<file path="src/rtl/watch_timekeeper_if.sv">
// Control and display bundle between the button front-end, the timekeeper core
// and the display multiplexer.
interface watch_timekeeper_if;
    logic [1:0] mode;
    logic       plus_pulse;
    logic       minus_pulse;
    logic       fmt_toggle;
    logic [7:0] secs;
    logic [7:0] mins;
    logic [7:0] hours;
    logic       pm;
    logic       fmt24;
    logic       tick_1hz;

    modport master (
        output mode, plus_pulse, minus_pulse, fmt_toggle,
        input  secs, mins, hours, pm, fmt24, tick_1hz
    );

    modport slave (
        input  mode, plus_pulse, minus_pulse, fmt_toggle,
        output secs, mins, hours, pm, fmt24, tick_1hz
    );
endinterface

</file>
<file path="src/rtl/watch_timekeeper.sv">
// Time-of-day core: prescaled 1 Hz seconds/minutes/hours with set modes and 12/24 h display.
// Define WATCH_TK_BCD_EN for packed-BCD outputs; binary outputs otherwise.
module watch_timekeeper #(
    parameter int CLK_HZ     = 50_000_000,
    parameter bit FMT24_INIT = 1'b1,
    parameter int RESET_HOUR = 0
) (
    input  logic                  clk,
    input  logic                  reset,
    watch_timekeeper_if.slave     bus
);
    localparam int            PW        = $clog2(CLK_HZ);
    localparam logic [PW-1:0] PRESC_MAX = PW'(CLK_HZ - 1);

    localparam logic [1:0] MODE_RUN = 2'b00;
    localparam logic [1:0] MODE_SEC = 2'b01;
    localparam logic [1:0] MODE_MIN = 2'b10;
    localparam logic [1:0] MODE_HR  = 2'b11;

    logic [PW-1:0] r_presc;
    logic [5:0]    r_sec;
    logic [5:0]    r_min;
    logic [4:0]    r_hr;
    logic          r_fmt24;
    logic          r_tick;
    logic [1:0]    r_mode_prev;

    logic          w_wrap;
    logic          w_sec_entry;
    logic          w_inc;
    logic          w_dec;
    logic [4:0]    w_hr12;

    function automatic logic [7:0] to_out(input logic [5:0] v);
`ifdef WATCH_TK_BCD_EN
        int t;
        int o;
        t = int'(v) / 10;
        o = int'(v) % 10;
        return {4'(t), 4'(o)};
`else
        return {2'b00, v};
`endif
    endfunction

    assign w_wrap      = (r_presc == PRESC_MAX);
    assign w_sec_entry = (bus.mode == MODE_SEC) && (r_mode_prev != MODE_SEC);
    assign w_inc       = bus.plus_pulse & ~bus.minus_pulse;
    assign w_dec       = bus.minus_pulse & ~bus.plus_pulse;

    always_ff @(posedge clk) begin
        if (reset) begin
            r_presc     <= '0;
            r_sec       <= '0;
            r_min       <= '0;
            r_hr        <= 5'(RESET_HOUR);
            r_fmt24     <= FMT24_INIT;
            r_tick      <= 1'b0;
            r_mode_prev <= MODE_RUN;
        end else begin
            r_mode_prev <= bus.mode;
            r_tick      <= 1'b0;
            if (bus.fmt_toggle) r_fmt24 <= ~r_fmt24;

            if (bus.mode == MODE_RUN) begin
                if (w_wrap) begin
                    r_presc <= '0;
                    r_tick  <= 1'b1;
                    if (r_sec == 6'd59) begin
                        r_sec <= '0;
                        if (r_min == 6'd59) begin
                            r_min <= '0;
                            r_hr  <= (r_hr == 5'd23) ? 5'd0 : r_hr + 5'd1;
                        end else begin
                            r_min <= r_min + 6'd1;
                        end
                    end else begin
                        r_sec <= r_sec + 6'd1;
                    end
                end else begin
                    r_presc <= r_presc + PW'(1);
                end
            end else begin
                // Time is frozen in set modes; the phase restarts on return to run.
                r_presc <= '0;
                if (w_sec_entry) begin
                    r_sec <= '0;
                end else if (w_inc || w_dec) begin
                    unique case (bus.mode)
                        MODE_SEC: r_sec <= w_inc ? ((r_sec == 6'd59) ? 6'd0 : r_sec + 6'd1)
                                                 : ((r_sec == 6'd0) ? 6'd59 : r_sec - 6'd1);
                        MODE_MIN: r_min <= w_inc ? ((r_min == 6'd59) ? 6'd0 : r_min + 6'd1)
                                                 : ((r_min == 6'd0) ? 6'd59 : r_min - 6'd1);
                        MODE_HR:  r_hr  <= w_inc ? ((r_hr == 5'd23) ? 5'd0 : r_hr + 5'd1)
                                                 : ((r_hr == 5'd0) ? 5'd23 : r_hr - 5'd1);
                        default:  ;
                    endcase
                end
            end
        end
    end

    // 12 h decode: midnight and noon both read 12.
    assign w_hr12 = (r_hr == 5'd0) ? 5'd12 : ((r_hr > 5'd12) ? r_hr - 5'd12 : r_hr);

    assign bus.secs     = to_out(r_sec);
    assign bus.mins     = to_out(r_min);
    assign bus.hours    = to_out({1'b0, (r_fmt24 ? r_hr : w_hr12)});
    assign bus.pm       = (r_hr >= 5'd12);
    assign bus.fmt24    = r_fmt24;
    assign bus.tick_1hz = r_tick;
endmodule

</file>
<file path="src/flat_wrapper.sv">
// flat-port wrapper written by rule: the top's interface ports become plain ports
module watch_timekeeper_flat 
#(
    parameter int CLK_HZ     = 50_000_000,
    parameter bit FMT24_INIT = 1'b1,
    parameter int RESET_HOUR = 0
)
  (clk, reset, bus_mode, bus_plus_pulse, bus_minus_pulse, bus_fmt_toggle, bus_secs, bus_mins, bus_hours, bus_pm, bus_fmt24, bus_tick_1hz);
  watch_timekeeper_if bus_i ();
  input  logic clk;
  input  logic reset;
  input wire logic [$bits(bus_i.mode)-1:0] bus_mode;
  input wire logic [$bits(bus_i.plus_pulse)-1:0] bus_plus_pulse;
  input wire logic [$bits(bus_i.minus_pulse)-1:0] bus_minus_pulse;
  input wire logic [$bits(bus_i.fmt_toggle)-1:0] bus_fmt_toggle;
  output wire logic [$bits(bus_i.secs)-1:0] bus_secs;
  output wire logic [$bits(bus_i.mins)-1:0] bus_mins;
  output wire logic [$bits(bus_i.hours)-1:0] bus_hours;
  output wire logic [$bits(bus_i.pm)-1:0] bus_pm;
  output wire logic [$bits(bus_i.fmt24)-1:0] bus_fmt24;
  output wire logic [$bits(bus_i.tick_1hz)-1:0] bus_tick_1hz;
  assign bus_i.mode = bus_mode;
  assign bus_i.plus_pulse = bus_plus_pulse;
  assign bus_i.minus_pulse = bus_minus_pulse;
  assign bus_i.fmt_toggle = bus_fmt_toggle;
  assign bus_secs = bus_i.secs;
  assign bus_mins = bus_i.mins;
  assign bus_hours = bus_i.hours;
  assign bus_pm = bus_i.pm;
  assign bus_fmt24 = bus_i.fmt24;
  assign bus_tick_1hz = bus_i.tick_1hz;
  watch_timekeeper #(.CLK_HZ(CLK_HZ), .FMT24_INIT(FMT24_INIT), .RESET_HOUR(RESET_HOUR)) u_core (.clk(clk), .reset(reset), .bus(bus_i));
endmodule
</file>
<file path="config.mk">
export PLATFORM = sky130hd
export DESIGN_NAME = watch_timekeeper_flat
export DESIGN_NICKNAME = d
export VERILOG_FILES = /design/src/rtl/watch_timekeeper_if.sv /design/src/rtl/watch_timekeeper.sv /design/src/flat_wrapper.sv
export SDC_FILE = /design/constraint.sdc
export NUM_CORES = 1
export LEC_CHECK = 0
export CAP_MARGIN = 20
export CORE_ASPECT_RATIO = 1.2
export CORE_MARGIN = 2
export CORE_UTILIZATION = 50
export DETAILED_ROUTE_END_ITERATION = 8
export PLACE_DENSITY = 0.72
export SYNTH_ARGS = -nofsm -noshare
export SYNTH_HDL_FRONTEND = slang
export SYNTH_SLANG_ARGS = --single-unit
</file>
<file path="constraint.sdc">
create_clock -name clk -period 2.35 [get_ports clk]
set_clock_uncertainty 0.05 [all_clocks]
set_input_delay 0.3525 -clock clk [delete_from_list [all_inputs] [get_ports clk]]
set_output_delay 0.3525 -clock clk [all_outputs]
set_load 0.02 [all_outputs]
</file>
==> flow_metrics.tcl <==
set metrics [dict create \
    layout_common_cells "54 x nor2_1, 52 x buf_4, 44 x dfxtp_1" \
    endpoint "bus_hours[2]" \
    io_pins 34 \
    grt_pass1_wl_um 13800 \
    h-tree-depth 2 \
    die_area_um2 7060 \
    arrival_ps 1830 \
    crit_fanout 4 \
    hold_violations 0 \
    diodes 0 \
    start_util 0.522 \
    p_leak_uw 0.00157 \
    first_pass_iters 4 \
    placementRows 31 \
    slew_violations 0 \
    power.share.switching 0.298 \
    insertion_delay_ps 300 \
    syn_inst 407 \
    hold_path_class "register to register" \
    drt_iter0_drc 211 \
    start_kind "register" \
    drtAntennaViolNets 0 \
    power_density_nw_per_um2 481 \
    cts.sink_count 47 \
    die_y_um 91.7 \
    r2r-start "u_core.r_presc[7]$_SDFF_PP0_" \
    vias 3207 \
    r2r_cells 6 \
    multi_input_area_um2 2110 \
    finalCritPeriodShare 0.948 \
    synth_edf_count 0 \
    synth_area_um2 3200 \
    antenna_found_initial 0 \
    final_cells 558 \
    cts_hold_buf 0 \
    outcome "finished clean" \
    critPathSlowestCell "dfxtp_2" \
    numCtsBuffers 5 \
    yosys-top-cells-area "dfxtp_1 29%, ha_1 6.6%, nor2_1 6.4%, xor2_1 5.2%, nand3_1 4.4%" \
    cts_root_buf "clkbuf_8" \
    layout_min_cycle_time_ps 2230 \
    yosysSeqAreaShare 0.294 \
    die_width_um 77.1 \
    grt.overflow.total 0 \
    whs_ps 409 \
    drc 0 \
    syn_avg_cell_area_um2 7.87 \
    fillCellCount 545 \
    grt_pass1_vias 3039 \
    grt_max_degree 27 \
    path_clk_slew_ps 100 \
    routed_wl_um 8300 \
    cts_setup_buffers 0 \
    drive_above_1_share 0.181 \
    place_inst 550 \
    path_cells "inv_1, ha_4, nand2_1, a31oi_1, nor2_2, xnor2_1, nand2_1, dlygate4sd2_1" \
    crit_required_ps 1950 \
    rsz0062_at_grt "no" \
    p_comb_frac 0.244 \
    synthFlopType "dfxtp_1" \
    areaGrowthSynthToFinish_pct 24.8 \
    switchingPower_uw 573 \
    setup_violations 0 \
    seqPwrFrac 0.441 \
    worstSetupPathType "register to output port" \
    ys_warn_count 0 \
    routed_via_density 5.75 \
    r2r_slack_ps 170 \
    vdd_drop_max_mv 0.372 \
    tightestPinTransition_ps 624 \
    timing.rr.end "u_core.r_hr[4]$_SDFFE_PP0P_" \
    coreArea_um2 6130 \
    tritoncts "done" \
    max_stage_delay_ps 370 \
    wl_per_cell_um 14.9 \
    fmax_mhz 449 \
    drv_cap 0 \
    synth_top_area_cell "dfxtp_1" \
    crit_top_cell "nand2_1" \
    final_common_cell "nor2_1" \
    end_kind "output port" \
    slew_headroom 0.581 \
    crit_path_start "u_core.r_hr[0]$_SDFFE_PP0P_" \
    pwr-share-clk 0.314 \
    hpwl_um 6280 \
    ff_latch_area_um2 945 \
    p_int_uw 1350 \
    gp_congestion 0.919 \
    yosys.cell_types.count 62 \
    setup_tns_ps 0 \
    grt_usage 0.237 \
    nets 499 \
    async_reset_ff_frac 0 \
    netlist.area_leader.share 0.294 \
    port_buffers 26 \
    cts_buffer_depth 2 \
    ys_ff_latch 47 \
]
[per-layer routing]
| metal | vias up | wire [µm] | global-route usage |
|---|---|---|---|
| li1 | 1575 | - | - |
| met1 | 1516 | 3400 | 0.269 |
| met2 | 100 | 4330 | 0.444 |
| met3 | 16 | 373 | 0.0315 |
| met4 | 0 | 194 | 0.0938 |
| met5 | - | 0 | 0 |
[state kept, by name, indices dropped and copies added, names as in the netlist]
register             cells
u_core.r_mode_prev       2
u_core.r_hr              5
u_core.bus.tick_1hz      1
u_core.bus.fmt24         1
u_core.r_sec             6
u_core.r_min             6
u_core.r_presc          26
[cells by family after synthesis]
group,synth area share
muxes,0.00313
xor gates and xnor gates,0.0957
AOI/OAI and AO/OA,0.174
DFF,0.294
buffers and inverters,0.0594
adders and majority gates,0.0664
and+or+nand+nor,0.307
other,0.00117
[worst min-delay path by stage]
stage,start,endpoint,slack (ps),depth (start not counted)
2_1_floorplan,u_core.r_presc[0]$_SDFF_PP0_,u_core.r_presc[0]$_SDFF_PP0_,370,1
4_1_cts,u_core.r_presc[0]$_SDFF_PP0_,u_core.r_presc[0]$_SDFF_PP0_,410,1
3_5_place_dp,u_core.r_presc[0]$_SDFF_PP0_,u_core.r_presc[0]$_SDFF_PP0_,390,1
5_1_grt,u_core.r_presc[0]$_SDFF_PP0_,u_core.r_presc[0]$_SDFF_PP0_,460,1
6_report,u_core.r_presc[0]$_SDFF_PP0_,u_core.r_presc[0]$_SDFF_PP0_,410,1
3_3_place_gp,u_core.r_presc[0]$_SDFF_PP0_,u_core.r_presc[0]$_SDFF_PP0_,380,1
[power groups by stage]
stage	Sequential [µW]	Combinational, µW	Clock, µW
3_3_place_gp	863	458	0
6_report	848	469	604
3_5_place_dp	864	466	0
2_1_floorplan	870	285	0
5_1_grt	850	514	646
4_1_cts	846	460	615
[final cells by class]
class	count	area share
flip-flops and latches	47	0.236
well taps	82	0.0257
repair buffers	79	0.166
multi-input cells	325	0.528
clock inverters	3	0.0110
clock buffers	5	0.0172
inverters	17	0.0160
[critical path: cells and delay by family (launching register included)]
family / cells / cell delay, ps
buf+inv: 2 / 400
compound gates: 1 / 100
flops: 1 / 370
simple gates: 3 / 320
fa+ha+maj: 1 / 180
xor+xnor: 1 / 140
[cells in the mapped netlist (all sizes together), types with 12 or more instances]
master  instances
o21ai          12
ha             17
xnor2          16
dfxtp          47
nor3           16
nand4          12
nor2           55
clkbuf         13
nand2          33
inv            17
nand3          29
a21oi          18
xor2           19
[stage by stage]
step | util | total power [µW] | setup WS (ps) | cell area (µm²)
4_1_cts | 0.649 | 1920 | 24.8 | 3980
2_1_floorplan | - | 1160 | 288 | 3220
3_5_place_dp | 0.632 | 1330 | -111 | 3870
6_report | 0.652 | 1920 | 121 | 4000
5_1_grt | 0.652 | 2010 | 8.08 | 4000
3_3_place_gp | 0.632 | 1320 | -76.2 | 3870
[timing repair]
| action | in CTS | in global routing |
|---|---|---|
| pin swaps | 0 | 1 |
| setup endpoints to repair | 5 | 3 |
| gates resized for setup | 6 | 8 |
Note: power is estimated with default switching activity, not from simulation.
